==> src/rtl/generator_arbiter.sv <==
// ============================================================================
// generator_arbiter : round-robin sharing of one generator among NREQ users
// Rev 1.0
// ============================================================================
`default_nettype none

module generator_arbiter #(
   parameter int NREQ    = 4,
   parameter int SOL_W   = 32,
   parameter int CNT_W   = 24,
   parameter int TIMEOUT = 2**20
) (
   input  logic             clk,
   input  logic             reset,
   input  logic [NREQ-1:0]  req_i,
   output logic [NREQ-1:0]  grant_o,
   output logic [NREQ-1:0]  done_o,
   output logic [SOL_W-1:0] solution_o,
   output logic [CNT_W-1:0] cycles_o,
   output logic             timeout_o,
   output logic             busy_o,
   output logic             gen_reset_o,
   output logic             gen_start_o,
   input  logic             gen_finish_i,
   input  logic [SOL_W-1:0] gen_solution_i
);

   localparam int IDX_W = (NREQ > 1) ? $clog2(NREQ) : 1;

   localparam logic [1:0] S_IDLE  = 2'd0;
   localparam logic [1:0] S_CLEAR = 2'd1;
   localparam logic [1:0] S_RUN   = 2'd2;
   localparam logic [1:0] S_DONE  = 2'd3;

   localparam logic [CNT_W-1:0] CNT_LAST = CNT_W'(TIMEOUT - 1);
   localparam logic [CNT_W-1:0] CNT_MAX  = '1;
   localparam logic [IDX_W-1:0] IDX_LAST = IDX_W'(NREQ - 1);

   logic [1:0]       state_q, state_d;
   logic [NREQ-1:0]  grant_q, grant_d;
   logic [IDX_W-1:0] idx_q, idx_d;
   logic [IDX_W-1:0] last_q, last_d;
   logic [CNT_W-1:0] cnt_q, cnt_d;
   logic [SOL_W-1:0] sol_q, sol_d;
   logic [CNT_W-1:0] cycles_q, cycles_d;
   logic [NREQ-1:0]  done_q, done_d;
   logic             timeout_q, timeout_d;
   logic             busy_q, busy_d;
   logic             gen_reset_q, gen_reset_d;
   logic             gen_start_q, gen_start_d;

   logic             w_pick_vld;
   logic [IDX_W-1:0] w_pick_idx;
   logic [IDX_W-1:0] w_cand;
   logic [CNT_W-1:0] w_cnt_inc;

   // Search begins just after the previous owner so every requester gets a turn.
   always_comb begin
      w_pick_vld = 1'b0;
      w_pick_idx = '0;
      w_cand     = '0;
      for (int k = 1; k <= NREQ; k++) begin
         w_cand = IDX_W'((int'(last_q) + k) % NREQ);
         if (!w_pick_vld && req_i[w_cand]) begin
            w_pick_vld = 1'b1;
            w_pick_idx = w_cand;
         end
      end
   end

   always_comb begin
      state_d     = state_q;
      grant_d     = grant_q;
      idx_d       = idx_q;
      last_d      = last_q;
      cnt_d       = cnt_q;
      sol_d       = sol_q;
      cycles_d    = cycles_q;
      done_d      = '0;
      timeout_d   = 1'b0;
      gen_reset_d = 1'b0;
      gen_start_d = 1'b0;
      w_cnt_inc   = (cnt_q == CNT_MAX) ? cnt_q : cnt_q + 1'b1;

      case (state_q)
         S_IDLE: begin
            if (w_pick_vld) begin
               state_d     = S_CLEAR;
               grant_d     = NREQ'(1) << w_pick_idx;
               idx_d       = w_pick_idx;
               gen_reset_d = 1'b1;
            end
         end
         S_CLEAR: begin
            cnt_d       = '0;
            state_d     = S_RUN;
            gen_start_d = 1'b1;
         end
         S_RUN: begin
            cnt_d = w_cnt_inc;
            // Finish takes priority over a watchdog expiry in the same cycle.
            if (gen_finish_i) begin
               state_d  = S_DONE;
               sol_d    = gen_solution_i;
               cycles_d = w_cnt_inc;
               done_d   = grant_q;
            end else if (cnt_q == CNT_LAST) begin
               state_d   = S_DONE;
               sol_d     = '0;
               cycles_d  = w_cnt_inc;
               done_d    = grant_q;
               timeout_d = 1'b1;
            end else begin
               gen_start_d = 1'b1;
            end
         end
         S_DONE: begin
            last_d  = idx_q;
            grant_d = '0;
            state_d = S_IDLE;
         end
         default: begin
            state_d = S_IDLE;
            grant_d = '0;
         end
      endcase

      busy_d = (state_d != S_IDLE);
   end

   always_ff @(posedge clk or negedge reset) begin
      if (!reset) begin
         state_q     <= S_IDLE;
         grant_q     <= '0;
         idx_q       <= '0;
         last_q      <= IDX_LAST;
         cnt_q       <= '0;
         sol_q       <= '0;
         cycles_q    <= '0;
         done_q      <= '0;
         timeout_q   <= 1'b0;
         busy_q      <= 1'b0;
         gen_reset_q <= 1'b1;
         gen_start_q <= 1'b0;
      end else begin
         state_q     <= state_d;
         grant_q     <= grant_d;
         idx_q       <= idx_d;
         last_q      <= last_d;
         cnt_q       <= cnt_d;
         sol_q       <= sol_d;
         cycles_q    <= cycles_d;
         done_q      <= done_d;
         timeout_q   <= timeout_d;
         busy_q      <= busy_d;
         gen_reset_q <= gen_reset_d;
         gen_start_q <= gen_start_d;
      end
   end

   assign grant_o     = grant_q;
   assign done_o      = done_q;
   assign solution_o  = sol_q;
   assign cycles_o    = cycles_q;
   assign timeout_o   = timeout_q;
   assign busy_o      = busy_q;
   assign gen_reset_o = gen_reset_q;
   assign gen_start_o = gen_start_q;

endmodule

`default_nettype wire

==> config.mk <==
export PLATFORM = sky130hd
export DESIGN_NAME = generator_arbiter
export DESIGN_NICKNAME = d
export VERILOG_FILES = /design/src/rtl/generator_arbiter.sv
export SDC_FILE = /design/constraint.sdc
export NUM_CORES = 1
export LEC_CHECK = 0
export CAP_MARGIN = 10
export CELL_PAD_IN_SITES_DETAIL_PLACEMENT = 1
export CELL_PAD_IN_SITES_GLOBAL_PLACEMENT = 2
export CORE_UTILIZATION = 31
export CTS_CLUSTER_SIZE = 20
export DETAILED_ROUTE_END_ITERATION = 7
export GPL_TIMING_DRIVEN = 0
export PLACE_DENSITY_LB_ADDON = 0.12
export SETUP_SLACK_MARGIN = 0.3
export SLEW_MARGIN = 30
export SYNTH_ARGS = -nofsm -noshare
export SYNTH_HDL_FRONTEND = slang
export SYNTH_SLANG_ARGS = --single-unit
==> constraint.sdc <==
create_clock -name clk -period 2.52 [get_ports clk]
set_clock_uncertainty 0.15 [all_clocks]
set_input_delay 0.63 -clock clk [delete_from_list [all_inputs] [get_ports clk]]
set_output_delay 0.63 -clock clk [all_outputs]
set_load 0.005 [all_outputs]
After elaboration in Yosys (flattened, before gate mapping)
Cells that the tools add are included.
W data, S select, Z words.
Word-level totals
  bits of input ports: 39
  output and inout bits: 68
  flip-flop bits (word level): 98
  word-level logic and storage cells: 81
Cells by class
  $lt $le $gt $ge: 4
  shift-type cells: 1
  reduce and logical (&&, ||, !) cells: 14
  multiplexer cells: 39
  equality and inequality tests: 6
  add/subtract/negate cells: 5
Operators by type and width (count)
  $mux W24: 3
  $mux W32: 2
  $pmux W24 S2: 1
  $add A24 B1 Y24 const B: 1
  $eq A24 B20 Y1 const B: 1
  $eq A24 B24 Y1 const B: 1
  $mux W4: 4
  $mux W1: 15
  $mux W2: 7
  $lt A2 B3 Y1 const B: 4
  $bmux W1 S2: 4
  $pmux W2 S4: 1
  $pmux W4 S2: 1
  $reduce_bool A2 Y1: 4
  $reduce_and A2 Y1: 3
  $add A2 B1 Y2 const B: 2
  $add A2 B2 Y2 const B: 2
  $eq A2 B2 Y1 const B: 2
  $shl A1 B2 Y4 const A: 1
  $logic_and A1 B1 Y1: 3
  $logic_not A1 Y1: 3
  $eq A2 B1 Y1 const B: 1
  $logic_not A2 Y1: 1
  $ne A2 B2 Y1 const B: 1
  $pmux W1 S2: 1

Logic depth before layout (Yosys ltp)
  depth in word-level cells: 16
  depth in mapped cells: 9
  mapped depth without buffers: 6

Worst setup path before layout
No wires, ideal clock.
  kind: register to register
  start point: register cnt_q[0]
  end point: register cnt_q[18]
  path buffers: 1
  arrival: 1.913 ns
  required time: 2.294 ns
  slack: 0.380 ns
  stages on the path, launching flop included: 8
  clock period less this slack: 2.140 ns
  library setup time: 0.076 ns
  cells stage by stage: dfrtp_1 -> ha_1 -> nand3_1 -> nor4_4 -> buf_6 -> nand4_4 -> or3_1 -> o21ai_1
Between the ends
  cells in the longest elaborated chain, start to end: 3
  elaborated cells between the ends (all ways): 4
  those cells by class: add/sub (1); eq/ne (1); mux (2)
RTL lines
  from (decl): RTL line 43  | logic [CNT_W-1:0] cnt_q, cnt_d;
  from (signal assigned): RTL line 150  | cnt_q <= cnt_d;
  $add A24 B1 Y24 / $eq A24 B24 Y1 (equally long branches): RTL line 83  | w_cnt_inc = (cnt_q == CNT_MAX) ? cnt_q : cnt_q + 1'b1;
  $mux W24 (*): RTL line 83
  $pmux W24 S2 (*): RTL line 85  | case (state_q)
Every way passes the cells marked *; elsewhere a longest branch is shown, timed or not.
A chain may end at the register's enable or synchronous reset.

Final worst setup path
  start point: register cnt_q[16]
  end point: register cnt_q[19]
Same word-level chain as after synthesis.

==> results.sh <==
export IMPL_start_kind="flop"
export IMPL_hp_class="primary input to asynchronous set/reset pin"
export IMPL_reg2regPathDepth=7
export IMPL_async_flop_share_pct=100.0
export IMPL_synthesis_area_um2=4639
export IMPL_synth_edff_count=0
export IMPL_synth_seq_area_share_pct=52.94
export IMPL_portBuffers=106
export IMPL_synthToLayoutAreaGrowth_pct=45.68
export IMPL_drt_total_wl_mm=14.94
export IMPL_clock_latency_ps=350
export IMPL_clock_root_buffer="clkbuf_16"
export IMPL_synth_most_common_cell="dfrtp_1"
export IMPL_fp_dieW_um=124.3
export IMPL_layout_drive_gt1_share_pct=18.74
export IMPL_clock_fmax_ghz=0.4638
export IMPL_die_area_um2=15460
export IMPL_synth_top_cell_area_share_pct=51.24
export IMPL_postLayoutCoreUtil_pct=46.33
export IMPL_worst_endpoint_required_ps=2650
export IMPL_num_io_pins=107
export IMPL_tritoncts_num_sinks=98
export IMPL_chipHeight_um=124.3
export IMPL_initial_utilization_pct=31.80
export IMPL_drt_pass1_iterations=4
export IMPL_tritoncts="done"
export IMPL_yosys_most_used_dff="dfrtp_1"
export IMPL_detail_route_wl_per_cell_um=19.38
export IMPL_postSynthRegisterBits=98
export IMPL_gp_congestion=0.8079
export IMPL_wire_length_of_the_first_global_routing_pass_mm=23.61
export IMPL_worst_setup_hold_path_clk_slew_ps=70
export IMPL_slew_viol_final=0
export IMPL_fp_row_count=44
export IMPL_pwr_density_cell_nw_per_um2=939.3
export IMPL_post_route_worst_setup_slack_ps=363.9
export IMPL_place_hpwl_mm=10.23
export IMPL_place_worst_setup_slack_ps=-519.6
export IMPL_postCtsHoldBufs=0
export IMPL_antenna_cells=0
export IMPL_total_leakage_power_nw=2.888
export IMPL_timing_setup_critical_path_class="flop to flop"
export IMPL_grt_remaining_overflow=0
export IMPL_globalRouteTotalUtil_pct=19.61
export IMPL_netlist_top_cells_count="dfrtp_1 (95), nand2_1 (44), a22o_1 (41)"
export IMPL_worstMarginPinSlew_ps=599.4
export IMPL_htreeDepth=3
export IMPL_worst_ir_drop_vdd_mv=0.4461
export IMPL_timing_max_cap_violations=0
export IMPL_final_setup_viol_count=0
export IMPL_outcome="finished, final reports clean"
export IMPL_final_antenna_net_count=0
export IMPL_yosys_cell_types_count=58
export IMPL_netlist_top_cells_area="dfrtp_1 (51%), a22o_1 (7.7%), o21ai_0 (4.2%)"
export IMPL_yosysWarnings=0
export IMPL_initial_drt_markers=235
export IMPL_core_area_um2=14590
export IMPL_critical_path_peak_fanout=10
export IMPL_routed_via_density=5.254
export IMPL_fin_crit_sh_pct=85.56
export IMPL_design_power_total_mw=6.349
export IMPL_grt_setup_unrepaired="yes"
export IMPL_slew_limit_headroom_pct=59.92
export IMPL_crit_start="cnt_q[16]"
export IMPL_mappedNetlistNets=483
export IMPL_clock_path_buffers=2
export IMPL_netlist_top_cell_by_area="dfrtp_1"
export IMPL_fillerInstances=1582
export IMPL_fin_nets=627
export IMPL_post_layout_minimum_cycle_time_ps=2156
export IMPL_syn_instance_count=438
export IMPL_syn_avg_cell_area_um2=10.59
export IMPL_grt_max_degree=58
export IMPL_grt_pass1_vias=4194
export IMPL_initial_antenna_violation_count=0
export IMPL_report_final_hold_viol_count=0
export IMPL_cts_inserted_buffers=9
export IMPL_rr_startpoint="cnt_q[16]"
export IMPL_kind_of_end_point_of_the_critical_path="flop"
export IMPL_worst_ep_arrival_time_ps=2290
export IMPL_dr_total_vias=4051
export IMPL_drcViolationCount=0
[what timing repair did]
item / in CTS / in global routing
setup buffers: 5 / 18
endpoints found under the setup margin: 88 / 82
cloned: 1 / 2
resized for setup: 44 / 33
pin swaps: 1 / 7
[layout by cell type (no fill, tap or decap), drive strengths merged, types with 3 or more instances in the layout]
cell	netlist	layout
and4	6	6
ha	6	6
inv	10	11
clkdlybuf4s50	0	105
nand2	44	44
a211oi	3	3
dfrtp	95	95
nor2b	3	3
xor2	5	5
nor2	21	21
or4	4	4
nor3	6	6
buf	14	44
nor4	6	6
o21ai	44	44
and2	8	8
a31oi	4	5
and3	6	6
a2111oi	3	3
nand3	11	11
dfstp	3	3
o31ai	6	6
a22o	41	41
clkbuf	15	23
nand4	11	11
a21oi	18	18
xnor2	13	13
[registers in the layout (all words and copies together), names as in the netlist]
signal       count
busy_o           1
cnt_q           24
solution_o      32
grant_o          4
cycles_o        24
done_o           4
timeout_o        1
last_q           2
gen_start_o      1
idx_q            2
gen_reset_o      1
state_q          2
[area by class of cell]
type / count / area [um^2] / area share (%)
Clock buffer: 11 / 242.7 / 3.591
Tap cell: 184 / 230.2 / 3.406
Timing Repair Buffer: 132 / 1310 / 19.38
Sequential cell: 98 / 2462 / 36.43
Buffer: 29 / 217.7 / 3.221
Clock inverter: 5 / 62.56 / 0.9256
Inverter: 10 / 37.54 / 0.5554
Multi-Input combinational cell: 302 / 2196 / 32.49
[metrics by stage]
stage                     hold WS (ps)  TNS, ps  instances  instance area (um^2)
after floorplan                  184.4        0        438                  4639
after global placement           313.9  -330930        728                  5931
after detailed placement         319.2   -23150        729                  5952
after CTS                        116.3        0        751                  6459
after global routing             144.9        0        771                  6759
final                            101.5        0        771                  6759
[final timing paths]
kind                       slack (ps)            to
min                               100  cycles_o[12]
max in group asynchronous        1420     last_q[1]
max                               360     cnt_q[19]
min reg2reg                       330  cycles_o[15]
min in group clk                  330  cycles_o[15]
max reg2reg                       360     cnt_q[19]
[critical path: stages, from the launching register on]
cell      delay [ps]
dfrtp_2          400
and4_1           210
buf_6            140
and2_4           180
buf_6            150
a2111o_1         450
or3_1            310
nand3_1           80
[per-layer routing]
metal / track usage, % / part of all wire (%)
met1: 27.18 / 47
met3: 3.136 / 3.7
met5: 0 / 0
met4: 6.804 / 2.1
met2: 31.00 / 47
[power by group]
part	internal [mW]	switching, mW	total, mW
Clock	0.803	0.636	1.44
Sequential	1.99	0.255	2.25
Combinational	1.34	1.32	2.66
[kinds of logic after synthesis]
group / count (synthesis) / synth area share (%)
AO/OA/AOI/OAI: 140 / 21.47
AND/OR/NAND/NOR: 134 / 16.24
flip-flops: 98 / 52.94
buffers and inverters: 39 / 3.641
XOR/XNOR: 18 / 3.398
adder cells (fa/ha/maj): 6 / 1.618
multiplexers: 3 / 0.7012
Power figures use the tool's default switching activity.
